===== config.mk =====
export PLATFORM = sky130hd
export DESIGN_NAME = ca_epoch_correlator
export DESIGN_NICKNAME = d
export VERILOG_FILES = /design/src/rtl/ca_pkg.sv /design/src/rtl/ca_sat_accumulator.sv /design/src/rtl/ca_epoch_correlator.sv
export SDC_FILE = /design/constraint.sdc
export NUM_CORES = 1
export LEC_CHECK = 0
export CAP_MARGIN = 15
export CORE_UTILIZATION = 25
export CTS_BUF_LIST = sky130_fd_sc_hd__clkbuf_2 sky130_fd_sc_hd__clkbuf_4 sky130_fd_sc_hd__clkbuf_8
export DETAILED_ROUTE_END_ITERATION = 10
export PLACE_DENSITY_LB_ADDON = 0.25
export SYNTH_ARGS = -nofsm -noshare
export SYNTH_HDL_FRONTEND = slang
export SYNTH_HIERARCHICAL = 1
export SYNTH_SLANG_ARGS = --single-unit

===== constraint.sdc =====
create_clock -name clk -period 11.5 [get_ports clk]
set_input_delay 1.725 -clock clk [delete_from_list [all_inputs] [get_ports clk]]
set_output_delay 1.725 -clock clk [all_outputs]
set_load 0.005 [all_outputs]

===== src/rtl/ca_pkg.sv =====
// Shared constants and state encoding for the C/A code receive path.
package ca_pkg;

  localparam int CHIPS_PER_CODE   = 1023;
  localparam int CODE_SHIFT_WIDTH = 10;
  localparam logic [CODE_SHIFT_WIDTH-1:0] LAST_CHIP   = CODE_SHIFT_WIDTH'(CHIPS_PER_CODE - 1);
  // Out-of-range index so the very first chip 0 after reset reads as a fresh boundary.
  localparam logic [CODE_SHIFT_WIDTH-1:0] SHIFT_RESET = LAST_CHIP + 10'd1;

  typedef enum logic [1:0] {
    ST_IDLE  = 2'd0,
    ST_WAIT  = 2'd1,
    ST_ACCUM = 2'd2
  } ca_state_e;

endpackage


===== src/rtl/ca_sat_accumulator.sv =====
// Signed despread-and-integrate cell: multiplies a sample by a +/-1 chip,
// then loads or saturating-adds it into a signed accumulator.
module ca_sat_accumulator #(
  parameter int SAMPLE_WIDTH = 4,
  parameter int ACC_WIDTH    = 16
) (
  input  logic                          clk,
  input  logic                          reset,
  input  logic                          load,
  input  logic                          add,
  input  logic                          code,
  input  logic signed [SAMPLE_WIDTH-1:0] sample,
  output logic signed [ACC_WIDTH-1:0]    acc,
  output logic                          sat
);

  localparam logic signed [ACC_WIDTH-1:0] ACC_MAX = {1'b0, {(ACC_WIDTH-1){1'b1}}};
  localparam logic signed [ACC_WIDTH-1:0] ACC_MIN = {1'b1, {(ACC_WIDTH-1){1'b0}}};

  logic signed [ACC_WIDTH-1:0] ext_s;
  logic signed [ACC_WIDTH-1:0] prod_s;
  logic signed [ACC_WIDTH:0]   sum_s;
  logic signed [ACC_WIDTH-1:0] sum_sat_s;
  logic                        sat_s;
  logic signed [ACC_WIDTH-1:0] acc_r;

  // Product and saturating sum; widening before negation keeps -(-2^(W-1)) exact.
  always_comb begin
    ext_s     = {{(ACC_WIDTH-SAMPLE_WIDTH){sample[SAMPLE_WIDTH-1]}}, sample};
    prod_s    = code ? ext_s : -ext_s;
    sum_s     = {acc_r[ACC_WIDTH-1], acc_r} + {prod_s[ACC_WIDTH-1], prod_s};
    sum_sat_s = sum_s[ACC_WIDTH-1:0];
    sat_s     = 1'b0;
    if (sum_s[ACC_WIDTH] != sum_s[ACC_WIDTH-1]) begin
      sat_s     = 1'b1;
      sum_sat_s = sum_s[ACC_WIDTH] ? ACC_MIN : ACC_MAX;
    end else begin
      sat_s     = 1'b0;
      sum_sat_s = sum_s[ACC_WIDTH-1:0];
    end
  end

  // Accumulator register: load starts a new epoch, add integrates.
  always_ff @(posedge clk) begin
    if (reset) begin
      acc_r <= '0;
    end else if (load) begin
      acc_r <= prod_s;
    end else if (add) begin
      acc_r <= sum_sat_s;
    end else begin
      acc_r <= acc_r;
    end
  end

  assign acc = acc_r;
  assign sat = add & sat_s;

endmodule


===== src/rtl/ca_epoch_correlator.sv =====
// Despreads I/Q samples against the local C/A chip stream and dumps one
// saturating I/Q sum, sample count and overflow flag per 1023-chip epoch.
module ca_epoch_correlator
  import ca_pkg::*;
#(
  parameter int SAMPLE_WIDTH = 4,
  parameter int ACC_WIDTH    = 16,
  parameter int COUNT_WIDTH  = 14
) (
  input  logic                           clk,
  input  logic                           reset,
  input  logic                           enable,
  input  logic                           sample_valid,
  input  logic signed [SAMPLE_WIDTH-1:0] sample_i,
  input  logic signed [SAMPLE_WIDTH-1:0] sample_q,
  input  logic                           code_in,
  input  logic [CODE_SHIFT_WIDTH-1:0]    code_shift,
  output logic                           dump_valid,
  output logic signed [ACC_WIDTH-1:0]    acc_i,
  output logic signed [ACC_WIDTH-1:0]    acc_q,
  output logic [COUNT_WIDTH-1:0]         sample_count,
  output logic                           overflow,
  output logic                           busy
);

  localparam logic [COUNT_WIDTH-1:0] COUNT_ONE = COUNT_WIDTH'(1);
  localparam logic [COUNT_WIDTH-1:0] COUNT_MAX = {COUNT_WIDTH{1'b1}};

  ca_state_e                     state_r;
  logic [CODE_SHIFT_WIDTH-1:0]   last_shift_r;
  logic [COUNT_WIDTH-1:0]        count_r;
  logic                          ovf_r;
  logic                          dump_valid_r;
  logic signed [ACC_WIDTH-1:0]   acc_i_r;
  logic signed [ACC_WIDTH-1:0]   acc_q_r;
  logic [COUNT_WIDTH-1:0]        sample_count_r;
  logic                          overflow_r;

  logic                          boundary_s;
  logic                          load_s;
  logic                          add_s;
  logic signed [ACC_WIDTH-1:0]   sum_i_s;
  logic signed [ACC_WIDTH-1:0]   sum_q_s;
  logic                          sat_i_s;
  logic                          sat_q_s;

  // Only the first sample of chip 0 opens an epoch, so several samples per chip are fine.
  assign boundary_s = sample_valid && (code_shift == 10'd0) && (last_shift_r != 10'd0);

  // Accumulator strobes; enable low suppresses any update of the partial epoch.
  always_comb begin
    load_s = 1'b0;
    add_s  = 1'b0;
    if (enable && boundary_s && ((state_r == ST_WAIT) || (state_r == ST_ACCUM))) begin
      load_s = 1'b1;
    end else if (enable && sample_valid && (state_r == ST_ACCUM)) begin
      add_s = 1'b1;
    end else begin
      load_s = 1'b0;
      add_s  = 1'b0;
    end
  end

  ca_sat_accumulator #(
    .SAMPLE_WIDTH (SAMPLE_WIDTH),
    .ACC_WIDTH    (ACC_WIDTH)
  ) u_acc_i (
    .clk    (clk),
    .reset  (reset),
    .load   (load_s),
    .add    (add_s),
    .code   (code_in),
    .sample (sample_i),
    .acc    (sum_i_s),
    .sat    (sat_i_s)
  );

  ca_sat_accumulator #(
    .SAMPLE_WIDTH (SAMPLE_WIDTH),
    .ACC_WIDTH    (ACC_WIDTH)
  ) u_acc_q (
    .clk    (clk),
    .reset  (reset),
    .load   (load_s),
    .add    (add_s),
    .code   (code_in),
    .sample (sample_q),
    .acc    (sum_q_s),
    .sat    (sat_q_s)
  );

  // Epoch FSM, sample counter, overflow tracking and dump registers.
  always_ff @(posedge clk) begin
    if (reset) begin
      state_r        <= ST_IDLE;
      last_shift_r   <= SHIFT_RESET;
      count_r        <= '0;
      ovf_r          <= 1'b0;
      dump_valid_r   <= 1'b0;
      acc_i_r        <= '0;
      acc_q_r        <= '0;
      sample_count_r <= '0;
      overflow_r     <= 1'b0;
    end else begin
      dump_valid_r <= 1'b0;
      if (sample_valid) begin
        last_shift_r <= code_shift;
      end
      if (!enable) begin
        state_r <= ST_IDLE;
      end else begin
        case (state_r)
          ST_IDLE: begin
            state_r <= ST_WAIT;
          end
          ST_WAIT: begin
            if (boundary_s) begin
              state_r <= ST_ACCUM;
              count_r <= COUNT_ONE;
              ovf_r   <= 1'b0;
            end
          end
          ST_ACCUM: begin
            if (boundary_s) begin
              acc_i_r        <= sum_i_s;
              acc_q_r        <= sum_q_s;
              sample_count_r <= count_r;
              overflow_r     <= ovf_r;
              dump_valid_r   <= 1'b1;
              count_r        <= COUNT_ONE;
              ovf_r          <= 1'b0;
            end else if (sample_valid) begin
              if (count_r != COUNT_MAX) begin
                count_r <= count_r + COUNT_ONE;
              end
              ovf_r <= ovf_r | sat_i_s | sat_q_s;
            end
          end
          default: begin
            state_r <= ST_IDLE;
          end
        endcase
      end
    end
  end

  assign dump_valid   = dump_valid_r;
  assign acc_i        = acc_i_r;
  assign acc_q        = acc_q_r;
  assign sample_count = sample_count_r;
  assign overflow     = overflow_r;
  assign busy         = (state_r != ST_IDLE);

endmodule


==> summary.txt <==
Mapped Area = 0.00660 mm^2
Largest vdd supply drop = 0.0851 mV
Routed len/inst = 15.2 um
Clock transition at the registers of the reported paths = 0.11 ns
Skew-Pair Late Insertion Delay = 0.40 ns
Area post-placement = 0.00761 mm^2
Gr ovfl total = 0
Post-synth EDFFs = 0
Post-DR vias/cell = 4.96
Port buffer count = 71
Syn. warnings = 6
Core ar. = 0.0260 mm^2
Yosys top cell by area = dfxtp_1
Syn Area/Cell = 8.17 um^2
Fmax achieved = 183 MHz
Fin cells = 1,200
Hpwl dp = 13,500 um
Final setup vio count = 0
DRT antenna net count = 0
Count leader, synth = nand2_1
WL met3 = 648 um
Antenna cell count = 0
Largest family of logic cells by synthesized area = compound AO/OA/AOI/OAI gates
Total Routed Length = 18,300 um
Initial antenna violation count = 0
Clock buffer count from CTS = 9
Clock Sinks = 107
Hold_buf cts = 0
TritonCTS clock tree = done
Power density over the cells = 93.0 mW/mm^2
Overall Global Routing Usage = 14.0%
Filler cells = 2,843
Share of the yosys chip area belonging to registers = 32.5%
Critical Path Sink Type = flip-flop
Worst Path Arrival = 5.76 ns
DR top layer = met4
Ranking of synthesized cells by area = dfxtp_1, ha_1, nand2_1, a21oi_1, o21ai_0
Placed insts = 1,184
Yosys top cell area share = 32.5%
Post-synth top cells = nand2_1, dfxtp_1, a21oi_1
Syn Inst Count = 807
Compound-gate portion of the synthesized area = 25.2%
Max FO, Critical Path = 15
Netlist cell types = 77
H-tree levels = 3
Post-synthesis simple-gate area fraction = 20.7%
Setup bufs post-CTS = 0
TritonRoute pass-1 iters = 5
Skew final = 0.0149 ns
FF+latch area = 0.00214 mm^2
Via Count = 5,948
Initial Util = 25.4%
Min-Delay Path Class = reg2reg
Required time of the critical path = 11.81 ns
Worst-Margin Slew = 1.20 ns
Setup tns final = 0 ns
Largest net degree at the start of global routing = 49
Max-cap violations = 0
Max-slew headroom = 20.3%
Post-synthesis mux area share = 2.33%
RSZ-0062 raised after global routing = false
Drt drc = 0
WS Path Type = in2reg
Share of cells above drive strength 1 = 6.82%
Die Ht = 164 um
Synth Area in Adders = 10.3%
DR iter-0 viols = 317
Mapped Nets = 879
Vias in the first global route = 5,621
Crit share post-route = 47.4%
Root buffer cell = clkbuf_8
Die area = 0.0270 mm^2
Final core occ = 30.1%
Area Growth Syn to Fin = 18.7%
Asr flop ratio synth = 0%
Static Leakage = 0.00292 uW
Gpl congestion = 0.877
CP startpoint kind = input port
Layout Nets = 932
First-pass GRT wire length = 29,800 um
Chip width = 164 um
Multi-input gate area = 0.00416 mm^2
Wl on met1 = 8880 um
Final Slew Violations = 0
Num rows = 59
Final min period = 5.45 ns
Met2 wire len = 8540 um
Design area = 0.00783 mm^2
Run status = complete, no violations
Post-cts sizing count = 0
Yosys reg bits = 107
Predominant post-synthesis flop cell = dfxtp_1
Hold Fails Final Rpt = 0
CTS Buffer Depth = 2
Ports = 72
Post-synthesis xor/xnor area fraction = 4.38%
## power by group
| group | switching [uW] | internal [uW] | leakage, uW |
|---|---|---|---|
| Sequential | 1.88 | 373 | 0.000864 |
| Clock | 149 | 107 | 0.000110 |
| Combinational | 58.9 | 38.1 | 0.00194 |
## registers in the layout (all words and copies together) (netlist names)
signal,flops
count_r,14
overflow,1
state_r,2
u_acc_i/acc,16
dump_valid,1
last_shift_r,10
ovf_r,1
sample_count,14
u_acc_q/acc,16
acc_q,16
acc_i,16
## path summary, 6_finish.rpt
path | from | to | slack, ns | cells past startpoint
worst min register to register | sample_count[8] | sample_count[8] | 0.46 | 2
worst min-delay path | sample_count[8] | sample_count[8] | 0.46 | 2
worst max-delay path | code_in | u_acc_q/acc[13] | 6.05 | 12
worst max register to register | u_acc_q/acc[0] | u_acc_q/acc[7] | 8.24 | 9
## placed cells by master (no fill, tap or decap), drive strengths merged, types with 13 or more instances in the layout
cell type | netlist | routed
nand3 | 20 | 20
nand2 | 144 | 144
dfxtp | 107 | 107
xnor2 | 13 | 13
a21oi | 80 | 80
clkdlybuf4s50 | 0 | 70
nand4 | 20 | 20
a211oi | 20 | 20
inv | 36 | 38
o21ai | 40 | 40
xor2 | 17 | 17
a21o | 13 | 13
nor2 | 49 | 49
ha | 47 | 47
## cell type report
class / instances / share of cell area, %
clock buffers: 9 / 1.58
clock inverters: 7 / 1.25
inverters: 36 / 1.73
multi-input cells: 629 / 53.1
flip-flops and latches: 107 / 27.4
well taps: 335 / 5.35
repair buffers: 77 / 9.59
## critical path: stages
cell	delay (ns)
clkdlybuf4s50_1	0.78
inv_1	0.20
nor2_1	0.22
a21oi_1	0.12
ha_1	0.43
o21a_1	0.14
o211ai_1	0.09
a31oi_1	0.18
a21oi_1	0.15
a221oi_2	1.00
nor3_1	0.36
a2111oi_2	0.35
## stage by stage
stage	hold WS, ns	setup WS [ns]	total power [uW]
after detailed placement	0.449	5.63	480
after global placement	0.444	5.65	481
after floorplan	0.432	6.69	452
after CTS	0.466	6.05	742
after global routing	0.484	5.66	765
final	0.462	6.05	728
## routing by layer
metal  GRT usage, %  vias to the layer above
li1               -                     3028
met1           18.8                     2796
met2           23.1                      112
met3           2.74                       12
met4           3.00                        0
met5              0                        -
## kinds of logic after synthesis
family | after synthesis
compound gates | 236
xor+xnor | 30
fa+ha+maj | 54
buf+inv | 71
flops | 107
mux | 15
simple gates | 294
Power figures use the tool's default switching activity.
